===== src/rtl/lane_draw_scheduler.sv =====
// ---------------------------------------------------------------------------
// lane_draw_scheduler
//   Drives the VGA pixel writer for the three falling-tile lanes. A frame_tick
//   snapshots the 360-bit lane bitmap and then emits one plot per cycle,
//   walking col (fastest), row, then lane. Because the scan works from the
//   snapshot, a lane shift that lands mid-scan never tears the frame.
//
// Ports
//   clock        system clock
//   resetn       asynchronous active-low reset
//   frame_tick   one-cycle redraw request
//   lane_data    lane bitmap, lane k row r at bit k*120+r (row 0 = top)
//   pause        stalls the scan while high (VGA shared with another writer)
//   x, y, colour pixel coordinates and colour
//   plot         pixel write strobe
//   busy         high while a scan is in progress
//   frame_done   one-cycle pulse after the last pixel
//   missed_tick  sticky flag: a frame_tick arrived while busy
//
// Optional feature macro: LANE_DRAW_DIRTY_SKIP_EN
//   When defined, rows that are unchanged since the last completed frame
//   cost one silent cycle instead of LANE_W plots.
// ---------------------------------------------------------------------------
module lane_draw_scheduler #(
    parameter int         LANE_W     = 8,
    parameter int         LANE_X0    = 50,
    parameter int         LANE_PITCH = 20,
    parameter logic [2:0] COL_DO     = 3'b100,
    parameter logic [2:0] COL_RE     = 3'b010,
    parameter logic [2:0] COL_MI     = 3'b001,
    parameter logic [2:0] COL_BG     = 3'b000
) (
    input  logic         clock,
    input  logic         resetn,
    input  logic         frame_tick,
    input  logic [359:0] lane_data,
    input  logic         pause,
    output logic [7:0]   x,
    output logic [6:0]   y,
    output logic [2:0]   colour,
    output logic         plot,
    output logic         busy,
    output logic         frame_done,
    output logic         missed_tick
);

    localparam logic [1:0] S_IDLE = 2'd0;
    localparam logic [1:0] S_LOAD = 2'd1;
    localparam logic [1:0] S_DRAW = 2'd2;
    localparam logic [1:0] S_DONE = 2'd3;

    localparam int               COL_W     = (LANE_W > 1) ? $clog2(LANE_W) : 1;
    localparam logic [COL_W-1:0] COL_LAST  = COL_W'(LANE_W - 1);
    localparam logic [6:0]       ROW_LAST  = 7'd119;
    localparam logic [1:0]       LANE_LAST = 2'd2;
    localparam logic [7:0]       X0        = 8'(LANE_X0);
    localparam logic [7:0]       PITCH     = 8'(LANE_PITCH);

    logic [1:0]       state_q, state_d;
    logic [1:0]       lane_q, lane_d;
    logic [6:0]       row_q, row_d;
    logic [COL_W-1:0] col_q, col_d;
    logic [359:0]     snap_q, snap_d;
    logic [7:0]       x_q, x_d;
    logic [6:0]       y_q, y_d;
    logic [2:0]       colour_q, colour_d;
    logic             plot_q, plot_d;
    logic             busy_q, busy_d;
    logic             frame_done_q, frame_done_d;
    logic             missed_q, missed_d;

    logic [359:0]     src_vec_s;
    logic [8:0]       bit_idx_s;
    logic             src_bit_s;
    logic [7:0]       x_s;
    logic [2:0]       lane_col_s;
    logic             skip_s;
    logic             step_s;

    // Pixel datapath: bitmap bit, x coordinate and tile colour for the current counters.
    always_comb begin
        // The first pixel is issued in LOAD, before snap_q holds the bitmap,
        // so LOAD reads lane_data directly (the same value snap_q captures).
        if (state_q == S_LOAD) begin
            src_vec_s = lane_data;
        end else begin
            src_vec_s = snap_q;
        end
        bit_idx_s = ({7'd0, lane_q} * 9'd120) + {2'd0, row_q};
        src_bit_s = src_vec_s[bit_idx_s];
        x_s       = X0 + ({6'd0, lane_q} * PITCH) + {{(8 - COL_W){1'b0}}, col_q};
        case (lane_q)
            2'd0:    lane_col_s = COL_DO;
            2'd1:    lane_col_s = COL_RE;
            2'd2:    lane_col_s = COL_MI;
            default: lane_col_s = COL_BG;
        endcase
    end

`ifdef LANE_DRAW_DIRTY_SKIP_EN
    logic [359:0] prev_snap_q;
    logic         prev_valid_q;

    // Row skip decision: unchanged against the last fully drawn frame.
    always_comb begin
        if (prev_valid_q) begin
            skip_s = (src_bit_s == prev_snap_q[bit_idx_s]);
        end else begin
            skip_s = 1'b0;
        end
    end

    // Remember the snapshot of each completed frame.
    always_ff @(posedge clock or negedge resetn) begin
        if (!resetn) begin
            prev_snap_q  <= 360'd0;
            prev_valid_q <= 1'b0;
        end else if ((state_q == S_DRAW) && (state_d == S_DONE)) begin
            prev_snap_q  <= snap_q;
            prev_valid_q <= 1'b1;
        end else begin
            prev_snap_q  <= prev_snap_q;
            prev_valid_q <= prev_valid_q;
        end
    end
`else
    // Without dirty tracking every row is drawn.
    always_comb begin
        skip_s = 1'b0;
    end
`endif

    // FSM, scan counters and next values of the registered VGA outputs.
    always_comb begin
        state_d      = state_q;
        lane_d       = lane_q;
        row_d        = row_q;
        col_d        = col_q;
        snap_d       = snap_q;
        x_d          = x_q;
        y_d          = y_q;
        colour_d     = colour_q;
        plot_d       = 1'b0;
        frame_done_d = 1'b0;
        step_s       = 1'b0;

        case (state_q)
            S_IDLE: begin
                lane_d = 2'd0;
                row_d  = 7'd0;
                col_d  = '0;
                if (frame_tick) begin
                    state_d = S_LOAD;
                end else begin
                    state_d = S_IDLE;
                end
            end
            S_LOAD: begin
                snap_d  = lane_data;
                step_s  = 1'b1;
                state_d = S_DRAW;
            end
            S_DRAW: begin
                if (pause) begin
                    step_s = 1'b0;
                end else begin
                    step_s = 1'b1;
                end
            end
            S_DONE: begin
                frame_done_d = 1'b1;
                state_d      = S_IDLE;
            end
            default: begin
                state_d = S_IDLE;
            end
        endcase

        // One scan step: issue (or skip) the current pixel and advance col/row/lane.
        if (step_s) begin
            if (skip_s) begin
                plot_d = 1'b0;
            end else begin
                x_d      = x_s;
                y_d      = row_q;
                colour_d = src_bit_s ? lane_col_s : COL_BG;
                plot_d   = 1'b1;
            end
            if (skip_s || (col_q == COL_LAST)) begin
                col_d = '0;
                if (row_q == ROW_LAST) begin
                    row_d = 7'd0;
                    if (lane_q == LANE_LAST) begin
                        lane_d  = 2'd0;
                        state_d = S_DONE;
                    end else begin
                        lane_d = lane_q + 2'd1;
                    end
                end else begin
                    row_d = row_q + 7'd1;
                end
            end else begin
                col_d = col_q + {{(COL_W - 1){1'b0}}, 1'b1};
            end
        end else begin
            plot_d = 1'b0;
        end

        busy_d   = (state_d != S_IDLE);
        missed_d = missed_q | (frame_tick & (state_q != S_IDLE));
    end

    // State and output registers; reset aborts any scan immediately.
    always_ff @(posedge clock or negedge resetn) begin
        if (!resetn) begin
            state_q      <= S_IDLE;
            lane_q       <= 2'd0;
            row_q        <= 7'd0;
            col_q        <= '0;
            snap_q       <= 360'd0;
            x_q          <= 8'd0;
            y_q          <= 7'd0;
            colour_q     <= 3'd0;
            plot_q       <= 1'b0;
            busy_q       <= 1'b0;
            frame_done_q <= 1'b0;
            missed_q     <= 1'b0;
        end else begin
            state_q      <= state_d;
            lane_q       <= lane_d;
            row_q        <= row_d;
            col_q        <= col_d;
            snap_q       <= snap_d;
            x_q          <= x_d;
            y_q          <= y_d;
            colour_q     <= colour_d;
            plot_q       <= plot_d;
            busy_q       <= busy_d;
            frame_done_q <= frame_done_d;
            missed_q     <= missed_d;
        end
    end

    assign x           = x_q;
    assign y           = y_q;
    assign colour      = colour_q;
    assign plot        = plot_q;
    assign busy        = busy_q;
    assign frame_done  = frame_done_q;
    assign missed_tick = missed_q;

endmodule


===== config.mk =====
export PLATFORM = sky130hd
export DESIGN_NAME = lane_draw_scheduler
export DESIGN_NICKNAME = d
export VERILOG_FILES = /design/src/rtl/lane_draw_scheduler.sv
export SDC_FILE = /design/constraint.sdc
export NUM_CORES = 1
export LEC_CHECK = 0
export CORE_MARGIN = 3
export CORE_UTILIZATION = 59
export CTS_BUF_LIST = sky130_fd_sc_hd__clkbuf_8
export DETAILED_ROUTE_END_ITERATION = 10
export MAX_ROUTING_LAYER = met4
export PLACE_DENSITY = 0.89
export SLEW_MARGIN = 0
export SYNTH_ARGS = -nofsm -noshare
export SYNTH_HDL_FRONTEND = slang
export SYNTH_SLANG_ARGS = --single-unit

===== constraint.sdc =====
create_clock -name clock -period 5.55 [get_ports clock]
set_input_delay 1.665 -clock clock [delete_from_list [all_inputs] [get_ports clock]]
set_output_delay 1.665 -clock clock [all_outputs]
set_load 0.02 [all_outputs]

==> metrics.yaml <==
outcome:
  status: "finished clean"
yosys:
  synth-warning-count: 0
  edff_count_synth: 0
  syn_inst: 1454
  post_synth_instance_area_um2: 20700
  synth-seq-area-share: 0.478
  synth_flop_cell: "dfrtp_1"
  syn-num-nets: 1838
  ys_ff_latch: 395
  synth_async_sr_flop_share: 1.00
  syn_avg_cell_area_um2: 14.2
  library_cells_used_by_synthesis: 80
clocking:
  max-clock-path-buffers: 3
  worst_skew_pair.late_latency_ns: 0.61
  ctsHoldBuffers: 0
  cts_max_level: 3
  cts.reportedPaths.clkPinSlew_ns: 0.06
  postCtsResizedCells: 0
  clock-sinks: 395
  cts.repair_timing.setup_buffer_count: 0
  cts_root_buffer: "clkbuf_8"
  tritoncts: "done"
  cts-buffers-inserted: 68
final_layout:
  filler_cell_count: 2076
  layout-area-overhead-vs-synth_pct: 25.9
  nets: 2215
  layout-drive-gt1-share: 0.351
  sequential_cell_area_um2: 9890
  multi_input_area_um2: 10000
placed_design:
  port_buffers: 384
  placer_congestion: 0.900
  dp_hpwl_mm: 42.8
route:
  route.detailed.wl_per_inst_um: 26.1
  detailed_router_iteration_count_before_antenna_repair: 5
  routed_wl_met3_mm: 4.87
  routed_wl_mm: 61.0
  detail_route.wirelength.met1_mm: 23.4
  drt_first_iter_violations: 1013
  routed_via_density: 6.26
  ant_nets: 0
  route.top_layer_used: "met4"
  routed-via-count: 14700
  route.met2.wl_mm: 30.2
  drc: 0
sta:
  layout_worst_path_cycle_share: 0.783
  setup-violations-final: 0
  finalHoldWorstSlack_ns: 0.470
  finalCriticalPeriod_ns: 4.35
  worst_pin_slew_ns: 0.899
  fmaxAchievable_mhz: 230
  hold_viol: 0
  unrepaired_setup_endpoints_after_global_routing: "no"
  worst_clock_skew_ns: 0.0362
  slew_headroom: 0.399
  tns_ns: 0
  slew_violations: 0
die:
  std_cell_rows: 67
  die_w_um: 193
  floorplan.initialDensity: 0.608
  coreArea_um2: 34000
  floorplan.die.height_um: 193
  floorplan.io_pins: 386
  dieArea_um2: 37300
worst_setup_path:
  timing.critical_path.arrival_ns: 4.86
  critPathLaunchType: "flip-flop"
  worst_setup_path_category: "reg -> reg"
  crit_fanout: 9
  critical_path_cell_with_the_highest_stage_delay: "xnor2_2"
  critical_path.cell_chain: "inv_1, ha_1, fa_1, xnor2_2, nor2_1, a31oi_1, nand3_1, or4_4, a2111oi_4, nor3_2, o2111ai_1"
  worst_ep_required_time_ns: 6.06
  critPathBufInv: 1
  critPathMaxStageDelay_ns: 0.72
  crit_family: "simple AND/OR/NAND/NOR gates"
  end_kind: "flip-flop"
global_route:
  first_global_vias: 16100
  number_of_antenna_violations_at_the_first_check_in_global_routing: 16
  grt_first_pass_wirelength_mm: 94.2
  globalRoute.totalOverflow: 0
  grt_use_total: 0.335
  grt_start_max_net_pins: 140
flow_run:
  cap_violations: 0
pwr:
  ir_worst_vdd_uv: 388
  leakage_nw: 10.4
  power_per_unit_of_standard_cell_area_nw_per_um2: 472
hold_path:
  hold_wc_path_type: "reg -> reg"
==> logic make-up (layout without fill, tap and decap cells) <==
group,after synthesis,after routing,share of synthesized area
buffers and inverters,121,543,0.0388
other,1,17,0.000181
adder cells (fa/ha/maj),20,20,0.0128
flip-flops,395,395,0.478
XOR/XNOR,10,10,0.00460
AO/OA/AOI/OAI,143,143,0.0497
multiplexers,555,555,0.367
AND/OR/NAND/NOR,209,209,0.0487
==> flip-flops by register name, summed over array words and instances, names as in the netlist <==
register / count
col_q: 3
y: 7
lane_q: 2
busy: 1
plot: 1
state_q: 2
snap_q: 360
row_q: 7
x: 7
frame_done: 1
missed_tick: 1
colour: 3
==> layout make-up <==
cell class	count	area share
Antenna cell	16	0.00154
Clock buffer	84	0.0444
Clock inverter	31	0.00557
Inverter	13	0.00197
Multi-Input combinational cell	938	0.385
Sequential cell	395	0.380
Tap cell	448	0.0215
Timing Repair Buffer	415	0.160
==> Yosys cell counts (15+ instances only) <==
master	instances	area, um^2
a21oi_1	15	75.1
a22oi_1	15	113
buf_2	19	95.1
buf_4	22	165
buf_6	16	180
clkbuf_1	40	150
dfrtp_1	395	9880
ha_1	18	225
mux2_2	382	4300
mux2i_1	42	420
mux4_2	124	2790
nand2_1	81	304
nand3_1	22	110
nor2_1	39	146
o21ai_0	27	135
==> cells in the final DEF, fill, tap and decap left out, drive strengths merged, types with 3 or more instances in the layout <==
| cell | instances |
|---|---|
| o21ai | 29 |
| a21oi | 15 |
| buf | 32 |
| clkinvlp | 5 |
| clkbuf | 84 |
| clkinv | 5 |
| nand3 | 22 |
| ha | 18 |
| nor4 | 6 |
| or2 | 6 |
| xnor2 | 5 |
| a211oi | 7 |
| nand2b | 6 |
| o2111ai | 5 |
| clkdlybuf4s50 | 383 |
| o221ai | 6 |
| o211ai | 6 |
| inv | 34 |
| a22oi | 15 |
| a2111oi | 4 |
| a31oi | 4 |
| nor3 | 15 |
| mux2 | 389 |
| dfrtp | 395 |
| and2 | 3 |
| nand2 | 81 |
| nor2 | 39 |
| o31ai | 8 |
| o31a | 4 |
| diode | 16 |
| nand4 | 9 |
| nor2b | 9 |
| mux2i | 42 |
| mux4 | 124 |
| o22ai | 11 |
| xor2 | 5 |
==> power breakdown <==
| group | switching, W | total, W | internal (W) |
|---|---|---|---|
| clock network | 0.00120 | 0.00256 | 0.00136 |
| logic | 0.00191 | 0.00478 | 0.00287 |
| registers | 0.000651 | 0.00495 | 0.00429 |
==> worst reg2reg max path, stage by stage (launching register included) <==
cell and delay (ns):
dfrtp_1 0.49, inv_1 0.22, ha_1 0.38, fa_1 0.49, xnor2_2 0.72, nor2_1 0.32
a31oi_1 0.28, nand3_1 0.11, or4_4 0.53, a2111oi_4 0.35, nor3_2 0.12, o2111ai_1 0.24
==> worst paths after layout <==
path	start	end	slack, ns	cells after the start
max in group asynchronous	resetn	snap_q[44]	3.21	2
min in group asynchronous	resetn	snap_q[100]	1.10	1
setup reg to reg	lane_q[0]	colour[0]	1.20	11
hold / removal	missed_tick	missed_tick	0.47	1
setup / recovery	lane_q[0]	colour[0]	1.20	11
hold reg to reg	missed_tick	missed_tick	0.47	1
==> layer usage <==
metal / GRT usage / vias up
li1: - / 6290
met3: 0.0918 / 154
met2: 0.528 / 673
met5: - / -
met4: 0.149 / 0
met1: 0.410 / 7541
==> stage by stage <==
step                      worst slack, ns  total power, W  cells   util  instance area, um^2
after CTS                            1.28          0.0123   2324  0.764                26000
after global routing                 1.05          0.0129   2340  0.765                26000
after detailed placement             1.35         0.00968   2209  0.726                24700
after global placement               1.37         0.00932   2209  0.726                24700
after floorplan                      2.08         0.00841   1454      -                20700
final                                1.20          0.0123   2340  0.765                26000
(Power assumes the default switching activity.)
